File: src/rtl/mu0_pkg.sv
// rtl/mu0_pkg.sv - shared MU0 constants: bridge state encoding, bus widths, opcodes
package mu0_pkg;

    localparam int MU0_AW = 12;
    localparam int MU0_DW = 16;

    typedef enum logic [1:0] {
        ST_IDLE = 2'd0,
        ST_BUSY = 2'd1,
        ST_DONE = 2'd2,
        ST_ERR  = 2'd3
    } bridge_state_t;

    typedef enum logic [3:0] {
        OP_LDA = 4'd0,
        OP_STO = 4'd1,
        OP_ADD = 4'd2,
        OP_SUB = 4'd3,
        OP_JMP = 4'd4,
        OP_JGE = 4'd5,
        OP_JNE = 4'd6,
        OP_STP = 4'd7
    } mu0_opcode_t;

endpackage

File: src/rtl/mu0_mem_bridge_if.sv
// rtl/mu0_mem_bridge_if.sv - req/ack memory bus between the bridge and the memory
interface mu0_mem_bridge_if #(
    parameter int AW = mu0_pkg::MU0_AW,
    parameter int DW = mu0_pkg::MU0_DW
);
    logic          mem_req;
    logic          mem_we;
    logic [AW-1:0] mem_addr;
    logic [DW-1:0] mem_wdata;
    logic [DW-1:0] mem_rdata;
    logic          mem_ack;

    modport master (
        output mem_req,
        output mem_we,
        output mem_addr,
        output mem_wdata,
        input  mem_rdata,
        input  mem_ack
    );

    modport slave (
        input  mem_req,
        input  mem_we,
        input  mem_addr,
        input  mem_wdata,
        output mem_rdata,
        output mem_ack
    );
endinterface

File: src/rtl/mu0_wait_timer.sv
// rtl/mu0_wait_timer.sv - clear/enable wait counter with terminal-count flag
module mu0_wait_timer #(
    parameter int TIMEOUT = 15
) (
    input  logic clk,
    input  logic rst,
    input  logic i_clear,
    input  logic i_enable,
    output logic o_tc
);
    localparam int CW = $clog2(TIMEOUT + 1);

    logic [CW-1:0] r_count;

    // count ack-less busy cycles; clear wins over enable
    always_ff @(posedge clk) begin
        if (rst || i_clear) begin
            r_count <= '0;
        end else if (i_enable) begin
            r_count <= r_count + 1'b1;
        end
    end

    // terminal count marks the last busy cycle the memory is allowed
    assign o_tc = (r_count == CW'(TIMEOUT - 1));
endmodule

File: src/rtl/mu0_mem_bridge.sv
// rtl/mu0_mem_bridge.sv - MU0 CPU-to-memory req/ack bridge with stall and bus watchdog
module mu0_mem_bridge
    import mu0_pkg::*;
#(
    parameter int AW      = MU0_AW,
    parameter int DW      = MU0_DW,
    parameter int TIMEOUT = 15
) (
    input  logic                clk,
    input  logic                rst,
    input  logic                i_cpu_memrq,
    input  logic                i_cpu_rnw,
    input  logic [AW-1:0]       i_cpu_addr,
    input  logic [DW-1:0]       i_cpu_wdata,
    output logic [DW-1:0]       o_cpu_rdata,
    output logic                o_stall,
    output logic                o_bus_err,
    mu0_mem_bridge_if.master    mem
);
    bridge_state_t r_state;
    bridge_state_t w_state_next;

    logic          r_mem_req;
    logic          r_mem_we;
    logic [AW-1:0] r_mem_addr;
    logic [DW-1:0] r_mem_wdata;
    logic [DW-1:0] r_cpu_rdata;
    logic          r_bus_err;

    logic          w_capture;
    logic          w_ack_done;
    logic          w_timeout;
    logic          w_timer_clear;
    logic          w_timer_en;
    logic          w_tc;

    mu0_wait_timer #(
        .TIMEOUT (TIMEOUT)
    ) u_wait_timer (
        .clk      (clk),
        .rst      (rst),
        .i_clear  (w_timer_clear),
        .i_enable (w_timer_en),
        .o_tc     (w_tc)
    );

    // state register
    always_ff @(posedge clk) begin
        if (rst) begin
            r_state <= ST_IDLE;
        end else begin
            r_state <= w_state_next;
        end
    end

    // next-state and per-cycle strobes; ack beats the watchdog in the same cycle
    always_comb begin
        w_state_next  = r_state;
        w_capture     = 1'b0;
        w_ack_done    = 1'b0;
        w_timeout     = 1'b0;
        w_timer_clear = 1'b0;
        w_timer_en    = 1'b0;
        case (r_state)
            ST_IDLE: begin
                if (i_cpu_memrq) begin
                    w_capture     = 1'b1;
                    w_timer_clear = 1'b1;
                    w_state_next  = ST_BUSY;
                end
            end
            ST_BUSY: begin
                if (mem.mem_ack) begin
                    w_ack_done   = 1'b1;
                    w_state_next = ST_DONE;
                end else begin
                    w_timer_en = 1'b1;
                    if (w_tc) begin
                        w_timeout    = 1'b1;
                        w_state_next = ST_ERR;
                    end
                end
            end
            ST_DONE: begin
                w_state_next = ST_IDLE;
            end
            ST_ERR: begin
                w_state_next = ST_ERR;
            end
            default: begin
                w_state_next = ST_IDLE;
            end
        endcase
    end

    // bus-side latches, read-data capture and sticky error flag
    always_ff @(posedge clk) begin
        if (rst) begin
            r_mem_req   <= 1'b0;
            r_mem_we    <= 1'b0;
            r_mem_addr  <= '0;
            r_mem_wdata <= '0;
            r_cpu_rdata <= '0;
            r_bus_err   <= 1'b0;
        end else begin
            if (w_capture) begin
                r_mem_req   <= 1'b1;
                r_mem_we    <= ~i_cpu_rnw;
                r_mem_addr  <= i_cpu_addr;
                r_mem_wdata <= i_cpu_wdata;
            end
            if (w_ack_done) begin
                r_mem_req <= 1'b0;
                if (!r_mem_we) begin
                    r_cpu_rdata <= mem.mem_rdata;
                end
            end
            if (w_timeout) begin
                r_mem_req <= 1'b0;
                r_bus_err <= 1'b1;
            end
        end
    end

    // stall is combinational so the CPU freezes in the very cycle it raises memrq
    assign o_stall = !rst && ((r_state == ST_IDLE && i_cpu_memrq) ||
                              r_state == ST_BUSY || r_state == ST_ERR);

    assign o_cpu_rdata   = r_cpu_rdata;
    assign o_bus_err     = r_bus_err;
    assign mem.mem_req   = r_mem_req;
    assign mem.mem_we    = r_mem_we;
    assign mem.mem_addr  = r_mem_addr;
    assign mem.mem_wdata = r_mem_wdata;
endmodule

File: src/flat_wrapper.sv
// flat-port wrapper written by rule: the top's interface ports become plain ports
module mu0_mem_bridge_flat import mu0_pkg::*;
#(
    parameter int AW      = MU0_AW,
    parameter int DW      = MU0_DW,
    parameter int TIMEOUT = 15
)
  (clk, rst, i_cpu_memrq, i_cpu_rnw, i_cpu_addr, i_cpu_wdata, o_cpu_rdata, o_stall, o_bus_err, mem_mem_req, mem_mem_we, mem_mem_addr, mem_mem_wdata, mem_mem_rdata, mem_mem_ack);
  mu0_mem_bridge_if #(.AW(AW), .DW(DW)) mem_i ();
  input  logic clk;
  input  logic rst;
  input  logic i_cpu_memrq;
  input  logic i_cpu_rnw;
  input  logic [AW-1:0] i_cpu_addr;
  input  logic [DW-1:0] i_cpu_wdata;
  output logic [DW-1:0] o_cpu_rdata;
  output logic o_stall;
  output logic o_bus_err;
  output wire logic [$bits(mem_i.mem_req)-1:0] mem_mem_req;
  output wire logic [$bits(mem_i.mem_we)-1:0] mem_mem_we;
  output wire logic [$bits(mem_i.mem_addr)-1:0] mem_mem_addr;
  output wire logic [$bits(mem_i.mem_wdata)-1:0] mem_mem_wdata;
  input wire logic [$bits(mem_i.mem_rdata)-1:0] mem_mem_rdata;
  input wire logic [$bits(mem_i.mem_ack)-1:0] mem_mem_ack;
  assign mem_mem_req = mem_i.mem_req;
  assign mem_mem_we = mem_i.mem_we;
  assign mem_mem_addr = mem_i.mem_addr;
  assign mem_mem_wdata = mem_i.mem_wdata;
  assign mem_i.mem_rdata = mem_mem_rdata;
  assign mem_i.mem_ack = mem_mem_ack;
  mu0_mem_bridge #(.AW(AW), .DW(DW), .TIMEOUT(TIMEOUT)) u_core (.clk(clk), .rst(rst), .i_cpu_memrq(i_cpu_memrq), .i_cpu_rnw(i_cpu_rnw), .i_cpu_addr(i_cpu_addr), .i_cpu_wdata(i_cpu_wdata), .o_cpu_rdata(o_cpu_rdata), .o_stall(o_stall), .o_bus_err(o_bus_err), .mem(mem_i));
endmodule
File: config.mk
export PLATFORM = sky130hd
export DESIGN_NAME = mu0_mem_bridge_flat
export DESIGN_NICKNAME = d
export VERILOG_FILES = /design/src/rtl/mu0_pkg.sv /design/src/rtl/mu0_mem_bridge_if.sv /design/src/rtl/mu0_wait_timer.sv /design/src/rtl/mu0_mem_bridge.sv /design/src/flat_wrapper.sv
export SDC_FILE = /design/constraint.sdc
export NUM_CORES = 1
export LEC_CHECK = 0
export BUFFER_PORTS_ARGS = -buffer_cell sky130_fd_sc_hd__buf_2
export CAP_MARGIN = 20
export CELL_PAD_IN_SITES_DETAIL_PLACEMENT = 0
export CELL_PAD_IN_SITES_GLOBAL_PLACEMENT = 1
export CORE_ASPECT_RATIO = 0.9
export CORE_MARGIN = 2
export CORE_UTILIZATION = 31
export DETAILED_ROUTE_END_ITERATION = 8
export HOLD_SLACK_MARGIN = 0.02
export PLACE_DENSITY = 0.84
export SLEW_MARGIN = 10
export SYNTH_ARGS = -nofsm -noshare
export SYNTH_HDL_FRONTEND = slang
export SYNTH_SLANG_ARGS = --single-unit
File: constraint.sdc
create_clock -name clk -period 1.5 [get_ports clk]
set_input_delay 0.15 -clock clk [delete_from_list [all_inputs] [get_ports clk]]
set_output_delay 0.15 -clock clk [all_outputs]
set_load 0.1 [all_outputs]
# Word-level counts from Yosys, hierarchy flattened
# Index checks and enable logic that the tools add are counted.
dict set report totals {
  wordCells 40
  mem_bits_ro 0
  n_memories 0
  regBits 53
  latchBits 0
  ram_bits 0
}
dict set report classes {
  shifts 0
  reduce_logical 10
  n_lt_le_gt_ge 0
  div 0
  bitwise 2
  eq_ne 6
  n_mux 13
  n_mul 0
  n_addsub 1
}
# cell n
set op_table {}
lappend op_table {{2-to-1 mux 1 bit} 9}
lappend op_table {{case mux 2 bit (4 select lines)} 1}
lappend op_table {{2-to-1 mux 2 bit} 3}
lappend op_table {{adder 4 x 1 -> 4 bit (second input constant)} 1}
lappend op_table {{equality test 2 bit (second input constant)} 2}
lappend op_table {{equality test 4 bit (second input constant)} 1}
lappend op_table {{AND reduction 2 bit} 2}
lappend op_table {{logical OR 1 bit} 3}
lappend op_table {{!= test 3 bit (second input constant)} 1}
lappend op_table {{OR reduction 3 bit} 1}
lappend op_table {{equality test 2 x 1 -> 1 bit (second input constant)} 1}
lappend op_table {{logical AND 1 bit} 2}
lappend op_table {{logical NOT 2 bit} 1}
lappend op_table {{!= test 2 bit (second input constant)} 1}
lappend op_table {{inverter 1 bit} 2}
lappend op_table {{logical NOT 1 bit} 1}

# Longest topological paths before layout
dict set report logic_depth {
  depth_word 5
  depth_mapped 5
  mapped_depth_nobuf 5
}

# By module
# From an unflattened synthesis, not the netlist that was laid out.
dict set report hier_totals {
  hier_cells 232
  area_unflattened_um2 2408.6
}
# mod seq_area_each_um2 instances cells_each area_each_um2
set by_module_without_submodules {}
lappend by_module_without_submodules {mu0_mem_bridge 980.9 1 212 2210.9}
lappend by_module_without_submodules {mu0_wait_timer 80.1 1 20 197.7}

# Worst setup path after synthesis
# Ideal clock, no wire load.
dict set report synth_timing {
  kind {register to output}
  start {register u_core.r_state[1]}
  end {output port o_stall}
  stages_incl_launch_ff 5
  slack_ns -0.493
  path_buffers 1
  required_time_ns 1.350
  arrival_time_ns 1.843
  path_cell_list {dfxtp_1 nor3b_1 nor2b_1 buf_2 nand2b_1}
}
dict set report synth_via {
  elab_chain_len 5
}
# element line
set synth_lines {}
lappend synth_lines {{start: declaration} mu0_mem_bridge.sv:20} ;# bridge_state_t r_state;
lappend synth_lines {{start signal: assignment} mu0_mem_bridge.sv:52} ;# r_state <= w_state_next;
lappend synth_lines {{logical NOT 2 bit} mu0_mem_bridge.sv:126} ;# assign o_stall = !rst && ((r_state == ST_IDLE && i_cpu_memrq) ||
lappend synth_lines {{logical AND 1 bit} mu0_mem_bridge.sv:126}
lappend synth_lines {{logical OR 1 bit} mu0_mem_bridge.sv:126}
lappend synth_lines {{logical OR 1 bit *} mu0_mem_bridge.sv:127} ;# r_state == ST_BUSY || r_state == ST_ERR);
lappend synth_lines {{logical AND 1 bit *} mu0_mem_bridge.sv:126}
lappend synth_lines {{end: declaration} flat_wrapper.sv:17} ;# output logic o_stall;
# Mark *: on every way between the ends. The rest lies on a longest branch, timed or not.

# Worst setup path in the final report
# Same ends and word-level chain as after synthesis.

==> flow_summary_export.csv <==
group,metric,value,unit
detailed_routing,wl_per_cell,11.8,um
detailed_routing,antenna_left,0,
detailed_routing,drt_iter0_markers,33,
yosys,syn_inst,179,
yosys,ys_types,25,
place,dp_hpwl,2950,um
floorplanning,design.die.area,6460,um^2
clock_tree,postCtsHoldBufs,0,
hold_path,hp-class,"in -> reg",
yosys,synthTopCellsByArea,"dfxtp_1, a22o_1, nand2_1",
power_and_ir_drop,p_leak,0.00122,uW
finish,areaGrowthSynthToFinish,43.4,%
floorplanning,die_w,84.5,um
timing,fmaxAchievable,0.679,GHz
finish,antenna_cells,0,
yosys,ys_warn_count,0,
worst_setup_path,critPathRequiredTime,1.35,ns
outcome,status,"finished, final reports clean",
finish,final_common_cell,"buf_2",
yosys,synth_nets,230,
yosys,synth_top_area_cell,"dfxtp_1",
clock_tree,cts_root_buf,"clkbuf_8",
grt,grt_usage,0.123,
yosys,yosys_register_bits,53,
grt,grt-ovfl-total,0,
hold_path,whs_endpoint,"u_core.mem.mem_wdata[14]$_SDFFE_PP0P_",
clock_tree,cts_sinks,53,
worst_setup_path,cp.arrival,1.32,ns
finish,fill_cells,572,
hold_path,hold_start,"i_cpu_wdata[14]",
yosys,syn-cell-area,1810,um^2
clock_tree,insertion_delay,0.30,ns
place,port_buffers,96,
power_and_ir_drop,p_int,2040,uW
grt,antenna_found_initial,0,
grt,grt_max_degree,30,
yosys,synth_top_area_share,0.587,
hold_path,whs_path_depth,2,
grt,grt_pass1_wl,6590,um
worst_setup_path,r2r_start,"u_core.r_state[0]$_SDFFE_PP0P_",
timing,fin_worst_skew,0.00843,ns
yosys,synth-seq-area-share,0.587,
power_and_ir_drop,p_sw_frac,0.372,
power_and_ir_drop,seqPwrFrac,0.471,
floorplanning,core_area,5660,um^2
floorplanning,die_height,76.5,um
worst_setup_path,crit_path_max_fanout,3,
timing,hold_violations,0,
worst_setup_path,r2r_end,"u_core.u_wait_timer.r_count[3]$_SDFFE_PP0P_",
yosys,async_flop_share,0,
timing,tightestPinTransition,0.493,ns
timing,grt_setup_unrepaired,"yes",
timing,setup_viol,0,
yosys,synth-main-ff-cell,"dfxtp_1",
timing,fin_ws,0.0262,ns
timing,fin_crit,1.47,ns
worst_setup_path,end_kind,"primary output",
floorplanning,ios,97,
floorplanning,num_rows,26,
timing,slew_viol_final,0,
yosys,synth_edf_count,0,
place,gp_congestion,0.748,
power_and_ir_drop,clock_power_share,0.241,
timing,finalCritPeriodShare,0.983,
detailed_routing,drc,0,
finish,fin_nets,333,
finish,final_cell_mix,"buf_2, dfxtp_1, nand2_1",
flow_run,drv_cap,0,
detailed_routing,drt-pass1-iter-count,4,
timing,tns,0,ns
worst_setup_path,cp-start-kind,"flop",
power_and_ir_drop,p_comb_frac,0.288,
finish,utilization,0.458,
clock_tree,cts_buffer_depth,2,
worst_setup_path,worstSetupPathType,"reg -> out",
clock_tree,clk_pin_slew_worst_paths,0.10,ns
floorplanning,initial_utilization,0.319,
clock_tree,htree_levels,2,
detailed_routing,wl,4180,um
worst_setup_path,r2r_slack,0.07,ns
timing,maxSlewHeadroom,0.673,
yosys,syn_area_per_cell,10.1,um^2
clock_tree,cts_tree,"built",
detailed_routing,vias,1601,
power_and_ir_drop,switchingPower,1210,uW
power_and_ir_drop,powerDensity,1260,nW/um^2
clock_tree,cts_buffers,5,
place,place_ws,0.101,ns
power_and_ir_drop,vdd_drop_max,582,uV
detailed_routing,via_per_inst,4.54,
finish,drive_gt1_frac,0.459,
worst_setup_path,ff2ff_path_depth,4,
timing,worst_hold_slack,0.0598,ns
grt,grt_pass1_vias,1500,
## worst max-delay path by stage
stage                     slack, ns  endpoint  cells past startpoint                           start
after floorplan               -0.03   o_stall                      4  u_core.r_state[1]$_SDFFE_PP0P_
after global placement         0.16   o_stall                      4  u_core.r_state[0]$_SDFFE_PP0P_
after detailed placement       0.10   o_stall                      4  u_core.r_state[0]$_SDFFE_PP0P_
after CTS                     0.002   o_stall                      4  u_core.r_state[0]$_SDFFE_PP0P_
after global routing          -0.03   o_stall                      4  u_core.r_state[1]$_SDFFE_PP0P_
final                          0.03   o_stall                      4  u_core.r_state[1]$_SDFFE_PP0P_
## synthesized netlist by cell type, drive strengths merged (2+ instances only)
cell,n
nor3b,2
nand3,2
buf,7
nor4bb,2
a22o,29
ha,2
nand2,35
dfxtp,53
nor2,5
clkbuf,5
nand2b,2
inv,3
a21oi,21
## critical path, cell delays in order, from the launching register on
cell and delay [ns]:
dfxtp_2 0.35, nor3b_4 0.20, nor2b_4 0.17, nand2b_4 0.13, buf_12 0.17
## cells by family (layout without fill, tap and decap cells)
kind of cell    after synthesis  count (layout)  share of synthesized area
compound gates               54              54                      0.216
simple gates                 54              54                      0.142
flops                        53              53                      0.587
buf+inv                      15             119                     0.0367
fa+ha+maj                     2               2                     0.0138
xor+xnor                      1               1                    0.00485
## registers in the layout, summed over array words and instances, names as in the netlist
name and flops:
u_core.mem.mem_wdata 16, u_core.o_cpu_rdata 16, u_core.mem.mem_addr 12, u_core.u_wait_timer.r_count 4
u_core.r_state 2, u_core.mem.mem_req 1, u_core.mem.mem_we 1, u_core.o_bus_err 1
## routing by layer
layer,vias to the layer above,share of wire,global-route usage
met5,-,0,0
met2,68,0.42,0.194
li1,833,-,-
met1,698,0.48,0.155
met4,0,0.0062,0.0381
met3,2,0.093,0.0477
## area by class of cell
cell class	count	area [um^2]	area share
clock buffer	6	72.6	0.0280
clock inverter	2	13.8	0.00531
inverter	3	11.3	0.00434
multi-input combinational	111	728	0.281
sequential	53	1070	0.412
tap	70	87.6	0.0338
timing repair buffer	108	611	0.236
## power groups by stage
stage / Clock [uW] / Sequential, uW / Combinational (uW)
floorplan: 0 / 2100 / 174
global placement: 0 / 1560 / 914
detailed placement: 0 / 1560 / 922
CTS: 828 / 1530 / 934
global route: 885 / 1540 / 975
finish: 783 / 1530 / 937
## through the flow
stage               std cells  total power [uW]  area [um^2]
floorplan                 179              2270         1820
global placement          341              2480         2440
detailed placement        341              2480         2440
CTS                       352              3290         2560
global route              353              3400         2590
finish                    353              3250         2590
## what timing repair did
action / in CTS / in global routing
setup buffers: 3 / 1
gates resized for setup: 3 / 5
cloned: 0 / 0
setup endpoints to repair: 1 / 2
pin swaps: 1 / 1
(Power assumes the default switching activity.)
